### src/rtl/sm_mult_seq.sv
// sm_mult_seq: sequential sign-magnitude multiplier with valid/ready handshakes.
// The magnitude is built by a shift-add engine, one multiplier bit per clock.
// The product sign is the XOR of the operand signs, forced to 0 for a zero result.
module sm_mult_seq #(
    parameter int MAG_W      = 8,
    parameter bit EARLY_EXIT = 1'b0
) (
    input  logic             clk,
    input  logic             rst_n,
    input  logic             in_valid,
    output logic             in_ready,
    input  logic [MAG_W:0]   a,
    input  logic [MAG_W:0]   b,
    output logic             out_valid,
    input  logic             out_ready,
    output logic [2*MAG_W:0] prdct
);

    localparam int CNT_W = $clog2(MAG_W);
    localparam int ACC_W = 2 * MAG_W;
    localparam logic [CNT_W-1:0] CNT_LAST = CNT_W'(MAG_W - 1);

    typedef enum logic [1:0] {
        IDLE,
        BUSY,
        DONE
    } state_t;

    state_t           state_q;
    logic [MAG_W-1:0] mcand_q;
    logic [MAG_W-1:0] msr_q;
    logic             sgn_q;
    logic [ACC_W-1:0] acc_q;
    logic [CNT_W-1:0] cnt_q;
    logic [ACC_W:0]   prdct_q;

    logic [ACC_W-1:0] partial;
    logic [ACC_W-1:0] acc_d;
    logic [MAG_W-1:0] msr_d;
    logic [CNT_W-1:0] cnt_d;
    logic             last_iter;

    // One shift-add iteration and the decision whether it is the final one
    always_comb begin
        partial   = {{MAG_W{1'b0}}, mcand_q} << cnt_q;
        acc_d     = msr_q[0] ? (acc_q + partial) : acc_q;
        msr_d     = msr_q >> 1;
        cnt_d     = cnt_q + 1'b1;
        last_iter = (cnt_q == CNT_LAST) || (EARLY_EXIT && (msr_d == '0));
    end

    // Control FSM plus datapath registers; the product is captured on DONE entry
    // from the final iteration's accumulator value so no extra cycle is spent
    always_ff @(posedge clk or negedge rst_n) begin
        if (!rst_n) begin
            state_q <= IDLE;
            mcand_q <= '0;
            msr_q   <= '0;
            sgn_q   <= 1'b0;
            acc_q   <= '0;
            cnt_q   <= '0;
            prdct_q <= '0;
        end else begin
            case (state_q)
                IDLE: begin
                    if (in_valid) begin
                        mcand_q <= a[MAG_W-1:0];
                        msr_q   <= b[MAG_W-1:0];
                        sgn_q   <= a[MAG_W] ^ b[MAG_W];
                        acc_q   <= '0;
                        cnt_q   <= '0;
                        state_q <= BUSY;
                    end
                end
                BUSY: begin
                    acc_q <= acc_d;
                    msr_q <= msr_d;
                    cnt_q <= cnt_d;
                    if (last_iter) begin
                        prdct_q <= {sgn_q & (acc_d != '0), acc_d};
                        state_q <= DONE;
                    end
                end
                DONE: begin
                    if (out_ready) begin
                        state_q <= IDLE;
                    end
                end
                default: begin
                    state_q <= IDLE;
                end
            endcase
        end
    end

    // Handshake flags are decoded straight from the state register
    always_comb begin
        in_ready  = (state_q == IDLE);
        out_valid = (state_q == DONE);
        prdct     = prdct_q;
    end

endmodule
### config.mk
export PLATFORM = sky130hd
export DESIGN_NAME = sm_mult_seq
export DESIGN_NICKNAME = d
export VERILOG_FILES = /design/src/rtl/sm_mult_seq.sv
export SDC_FILE = /design/constraint.sdc
export NUM_CORES = 1
export LEC_CHECK = 0
export ABC_CLOCK_PERIOD_IN_PS = 3500
export CORE_ASPECT_RATIO = 0.8
export CORE_MARGIN = 2
export CORE_UTILIZATION = 35
export DETAILED_ROUTE_END_ITERATION = 8
export GPL_ROUTABILITY_DRIVEN = 0
export PLACE_DENSITY = 0.66
export SYNTH_ARGS = -nofsm -noshare
export SYNTH_HDL_FRONTEND = slang
export SYNTH_SLANG_ARGS = --single-unit
export TNS_END_PERCENT = 1
### constraint.sdc
create_clock -name clk -period 3.5 [get_ports clk]
set_clock_uncertainty 0.1 [all_clocks]
set_input_delay 0.35 -clock clk [delete_from_list [all_inputs] [get_ports clk]]
set_output_delay 0.35 -clock clk [all_outputs]
set_load 0.05 [all_outputs]
==> metrics.md, run 1 <==
| Metric | Value |
|---|---|
| Design area | between 0.004 and 0.005 mm^2 |
| CTS root buffer | clkbuf_16 |
| H-tree depth | 2 |
| Period utilization | just under 100% |
| Cells after DPL | 597 |
| Die Y | around 94 um |
| Tot GR Track Use | between 10% and 20% |
| Clock Sinks | 55 |
| FFs w/ async S/R, synth | 100% |
| Rel. slew slack | 30.1% |
| Top-count cell post-synth | nand2_1 |
| Outcome | completed |
| Worst EP arrival | roughly 3600 ps |
| Hpwl dp | between 6000 and 7000 um |
| Fmax | approximately 290 MHz |
| 1st-pass router iterations | 5 |
| Synth Register Bits | 55 |
| Layout cells sized above 1 | 17.1% |
| CP peak stage delay | 500 ps |
| Dpl cell area | approximately 0.0042 mm^2 |
| Initial Util | approximately 36% |
| Synth-to-layout area growth | 29.3% |
| Worst Tran Pin Value | 1050 ps |
| WL per Instance | roughly 16 um |
| Number of enable flip-flop cells after synthesis | 0 |
| Area leader, netlist | dfrtp_1 |
| Maximum clock path buffer count | 2 |
| Post-synthesis cell area | approximately 0.0035 mm^2 |
| Min-delay worst type | primary input to async pin |
| Critical Path RT | between 3000 and 4000 ps |
| Routed via count | roughly 3200 |
| Worst reg2reg setup slack | between 30 and 40 ps |
| Fin cells | between 600 and 700 |
| First-pass GRT wire length | 15100 um |
| Syn nets | 456 |
| Vias in the first global route | between 2000 and 3000 |
| Top cell type's share of synthesized area | 39.2% |
| Cts bufs inserted | 5 |
| Antenna violations before repair | 0 |
| Number of max-cap violations | 0 |
| Final min period | between 3000 and 4000 ps |
| DRT iter0 DRCs | roughly 150 |
| Row Count | 32 |
| Synth cell count leaders | 87 x nand2_1, 55 x dfrtp_1, 48 x o21ai_0 |
| Crit Path Class | flop to flop |
| Largest net degree at the start of global routing | 39 |
| Unrepaired setup endpoints after global routing | true |
| Warnings from Yosys | 0 |
| Grt total ovfl | 0 |
| Cell count after synthesis | 416 |
| Fillers | around 960 |
| Synth cell types | 56 |
| Via-to-Cell Ratio | ~5.3 |
| Port buffer count | 40 |
| Post-synthesis sequential area ratio | around two fifths |
| Fin util | roughly 47% |
| Dominant cells by area after synthesis | dfrtp_1 39%, nand2_1 9.3%, o21ai_0 6.8% |
| Antenna diode count | 0 |
| Worst-path cell chain | buf_6, mux2i_2, mux2_4, nor2_4, ha_4, buf_6, o21a_1, a211oi_4, nor4b_2, or4_4, a31oi_4, nand2_2, nor4b_2, a21oi_1 |
| # IOs | 41 |
| Bufs and invs on worst path | 2 |
| Die area | between 0.01 and 0.015 mm^2 |
| Setup TNS | 0 ps |
| Ys flop type | dfrtp_1 |
| CTS clock-pin slew for the worst setup and hold paths | roughly 80 ps |
| # setup viols final | 0 |
| NumNets Final | between 500 and 600 |
| Post-CTS Hold Fix Bufs | 0 |
| Worst Setup Start Kind | flop |
| Drt total wl | roughly 9500 um |
| Worst Path Max Fanout | 8 |
| Die W | roughly 120 um |
| Remaining antenna violation count | 0 |
| Fin. max-slew vios | 0 |
| Slowest-stage cell, CP | or4_4 |
| Core footprint | approximately 0.0097 mm^2 |
| CTS tree | done |
| DRC | 0 |
| Avg Cell Area, Syn | 8.44 um^2 |
| Endpoints failing hold | 0 |
| CP Capture Type | flop |
| Worst-skew pair later-pin latency | slightly above 300 ps |
| Kind of cell adding the most delay to the critical path | simple AND/OR/NAND/NOR gates |
==> area by class of cell <==
type | count | area (um^2) | area share (%)
Inverter | 6 | 22.5 | 0.496
Sequential cell | 55 | 1380 | 30.3
Timing Repair Buffer | 72 | 643 | 14.2
Tap cell | 136 | 170 | 3.75
Clock inverter | 2 | 20.0 | 0.441
Multi-Input combinational cell | 333 | 2170 | 47.8
Clock buffer | 6 | 139 | 3.06
==> worst paths after layout <==
| check | cells past startpoint | endpoint | startpoint |
|---|---|---|---|
| setup / recovery | 14 | prdct[16] | cnt_q[0] |
| max in group asynchronous | 2 | acc_q[7] | rst_n |
| min in group clk | 2 | sgn_q | sgn_q |
| hold reg to reg | 2 | sgn_q | sgn_q |
| hold / removal | 1 | mcand_q[1] | rst_n |
| setup reg to reg | 14 | prdct[16] | cnt_q[0] |
==> routing by layer <==
layer	vias to the layer above	global-route usage (%)	share of wire [%]
met2	98	24.6	41
met3	10	4.60	6.5
met4	0	4.07	0.97
met5	-	0	0
li1	1608	-	-
met1	1503	27.8	51
==> state kept, by name (all words and copies together), names as in the netlist <==
register  count
acc_q        16
cnt_q         3
mcand_q       8
msr_q         8
prdct        17
sgn_q         1
state_q       2
==> worst reg2reg max path: cells and delay by family (launching register included) <==
| kind | cells | cell delay [ps] |
|---|---|---|
| AOI/OAI and AO/OA | 4 | 790 |
| adders and majority gates | 1 | 210 |
| buffers and inverters | 2 | 280 |
| DFF | 1 | 450 |
| muxes | 2 | 460 |
| and+or+nand+nor | 5 | 1060 |
==> logic make-up after synthesis <==
family / count (synthesis) / share of synthesized area, %
mux: 18 / 5.34
simple gates: 168 / 21.4
compound gates: 121 / 22.4
fa+ha+maj: 18 / 6.63
buf+inv: 28 / 3.03
xor+xnor: 8 / 2.00
flops: 55 / 39.2
==> through the flow <==
step           setup WS, ps  hold WS [ps]
5_1_grt               -85.4           118
3_5_place_dp          -45.1           370
3_3_place_gp           40.9           363
2_1_floorplan          77.2         -45.6
6_report               32.5          39.6
4_1_cts                9.73          80.0
==> layout by cell type, fill, tap and decap left out, drive strengths merged, types with 2 or more instances in the layout <==
master and count:
a211oi 4, a21o 3, buf 33, o31ai 5, o311ai 3, nor2b 6, nand4 2, a21oi 17
xor2 2, nor2 29, nor4 2, and2 3, clkbuf 6, nand2b 6, or4 2, a32o 4
ha 17, o21bai 3, o211ai 2, a211o 4, o22ai 4, xnor2 6, clkinv 2, o2111ai 2
inv 6, mux2 6, nor4b 2, a31oi 11, nor3 6, o21ai 48, o21a 3, clkdlybuf4s50 39
mux2i 12, nand3 18, nand2 88, dfrtp 55
==> timing repair <==
| action | 4_1_cts | 5_1_grt |
|---|---|---|
| pin swaps | 1 | 10 |
| setup endpoints to repair | 1 | 12 |
| gates resized for setup | 6 | 30 |
| endpoints found under the hold margin | 0 | 0 |
| setup buffers | 1 | 4 |
Power of run 1 is left out: the tool's default activity adds up to more than one toggle a clock period on the data nets, which glitch-free logic cannot reach.
==> inputs of run 2 (changes only) <==
- CELL_PAD_IN_SITES_DETAIL_PLACEMENT: unset -> 0
- CELL_PAD_IN_SITES_GLOBAL_PLACEMENT: unset -> 1
- PLACE_DENSITY: 0.66 -> 0.81
==> run 2 against run 1 <==
Net effect:
- sequential cell count unchanged
- critical path depth decreased by 1
- first-iteration DRC count increased by 53%
- final cell count increased by 0.33%
- global-route usage decreased by 0.88 points
- core utilization unchanged
- critical endpoint unchanged
- highest routed layer unchanged
==> metrics.md, run 2 (synthesis results as in run 1) <==
| Metric | Value |
|---|---|
| CTS tree | done |
| Worst Setup Start Kind | flop |
| Register area | 0.00138 mm^2 |
| Period utilization | about 98% |
| Die area | 0.0109 mm^2 |
| CTS root buffer | clkbuf_16 |
| Die W | 116 um |
| Largest net degree at the start of global routing | 45 |
| Worst Path Max Fanout | 3 |
| RR Startpoint | cnt_q[0] |
| # setup viols final | 0 |
| H-tree depth | 2 |
| Routed via count | between 3000 and 4000 |
| Fin. max-slew vios | 0 |
| NumNets Final | between 500 and 600 |
| Endpoints failing hold | 0 |
| Row Count | 32 |
| R2R cell count | 13 |
| Largest register FFs | 17 |
| Outcome | completed |
| Cts bufs inserted | 5 |
| Via-to-Cell Ratio | 5.22 |
| Slowest-stage cell, CP | or4_4 |
| Post-CTS Hold Fix Bufs | 0 |
| Worst-path cell chain | buf_6, nand2b_4, nor3_2, ha_2, fa_2, a211o_1, a211oi_4, nor4b_4, or4_4, a31oi_4, nand2_2, nor4b_2, a21oi_1 |
| WL per Instance | between 10 and 15 um |
| Synth-to-layout area growth | 29.3% |
| Layout cells sized above 1 | roughly 17% |
| Vias in the first global route | 2980 |
| Setup TNS | 0 ps |
| Design area | 0.00454 mm^2 |
| Critical Path RT | between 3000 and 4000 ps |
| Maximum clock path buffer count | 2 |
| Die Y | a little over 90 um |
| Remaining antenna violation count | 0 |
| Most frequent cells in the layout | 87 x nand2_1, 55 x dfrtp_1, 42 x o21ai_0, 39 x clkdlybuf4s50_1, 33 x buf_4 |
| Fillers | a little under 1000 |
| Tot GR Track Use | approximately 17% |
| Commonest non-fill, non-tap cell in the layout | nand2_1 |
| CTS clock-pin slew for the worst setup and hold paths | around 70 ps |
| Rel. slew slack | a little over a quarter |
| CP Capture Type | flop |
| Crit Path Class | flop to flop |
| Clock Sinks | 55 |
| # IOs | slightly above 40 |
| Number of max-cap violations | 0 |
| Unrepaired setup endpoints after global routing | true |
| Initial Util | between 30% and 40% |
| CP peak stage delay | ~500 ps |
| Fmax | ~290 MHz |
| Footprint of the multi-input gates | 0.00218 mm^2 |
| Worst Tran Pin Value | between 1000 and 1500 ps |
| Drt total wl | 8910 um |
| Final min period | ~3400 ps |
| Min-delay worst type | primary input to async pin |
| Grt total ovfl | 0 |
| Dpl cell area | approximately 0.0042 mm^2 |
| 1st-pass router iterations | 5 |
| Critical R2R Capture | prdct[16] |
| Core footprint | approximately 0.0097 mm^2 |
| Hpwl dp | between 6000 and 7000 um |
| Antenna violations before repair | 0 |
| Worst EP arrival | 3500 ps |
| Port buffer count | 40 |
| DRC | 0 |
| DRT iter0 DRCs | around 230 |
| Worst reg2reg setup slack | 80 ps |
| Worst-skew pair later-pin latency | approximately 300 ps |
| First-pass GRT wire length | around 15000 um |
| Antenna diode count | 0 |
| Fin util | between 40% and 50% |
## run 2: cell count changes in the layout (fill, tap and decap cells not counted), sizes merged
cell / delta
buf: +2
clkinvlp: +1
inv: -1
## run 2: metal layers
metal / track usage (%) / routed length [um]
met1: 23.8 / 4210
met2: 26.6 / 4200
met3: 3.89 / 428
met4: 4.37 / 72
met5: 0 / 0
## run 2: layout make-up
cell class                      count  share of cell area (%)
Clock inverter                      2                   0.275
Tap cell                          136                    3.75
Multi-Input combinational cell    333                    47.9
Clock buffer                        6                    2.84
Inverter                            6                   0.496
Sequential cell                    55                    30.3
Timing Repair Buffer               74                    14.4
## run 2: worst max-delay path, delay by kind of cell (launching register included)
kind / cells / cell delay, ps
adders and majority gates: 2 / 630
and+or+nand+nor: 6 / 1090
buffers and inverters: 1 / 130
AOI/OAI and AO/OA: 4 / 970
DFF: 1 / 380
## run 2: worst max-delay path by stage
stage	end	slack, ps	cells past startpoint	from
floorplan	prdct[16]	80	13	cnt_q[0]
global placement	prdct[16]	-30	13	cnt_q[0]
detailed placement	prdct[16]	-60	13	cnt_q[0]
CTS	prdct[16]	1	13	cnt_q[0]
global route	prdct[16]	-70	14	cnt_q[0]
finish	prdct[16]	80	13	cnt_q[0]
## run 2: metrics by stage
stage,instances,hold WS [ps],worst slack (ps)
global route,612,202,-74.7
detailed placement,601,370,-55.4
CTS,609,151,1.03
global placement,601,363,-34.6
finish,612,103,81.8
floorplan,416,-45.6,77.2
## run 2: timing repair
item                                    in CTS  in global routing
resized for setup                            2                 35
pin swaps                                    0                 11
cloned                                       0                  0
endpoints found under the setup margin       1                  7
buffers inserted                             0                  3
Power of run 2 is left out for the same reason.
==> inputs of run 3 (changes only) <==
- CTS_CLUSTER_DIAMETER: unset -> 120
- CTS_CLUSTER_SIZE: unset -> 8
==> results of run 3 <==
Final layout, timing and power as in run 2 (identical DEF).
Power of run 3 is left out for the same reason.
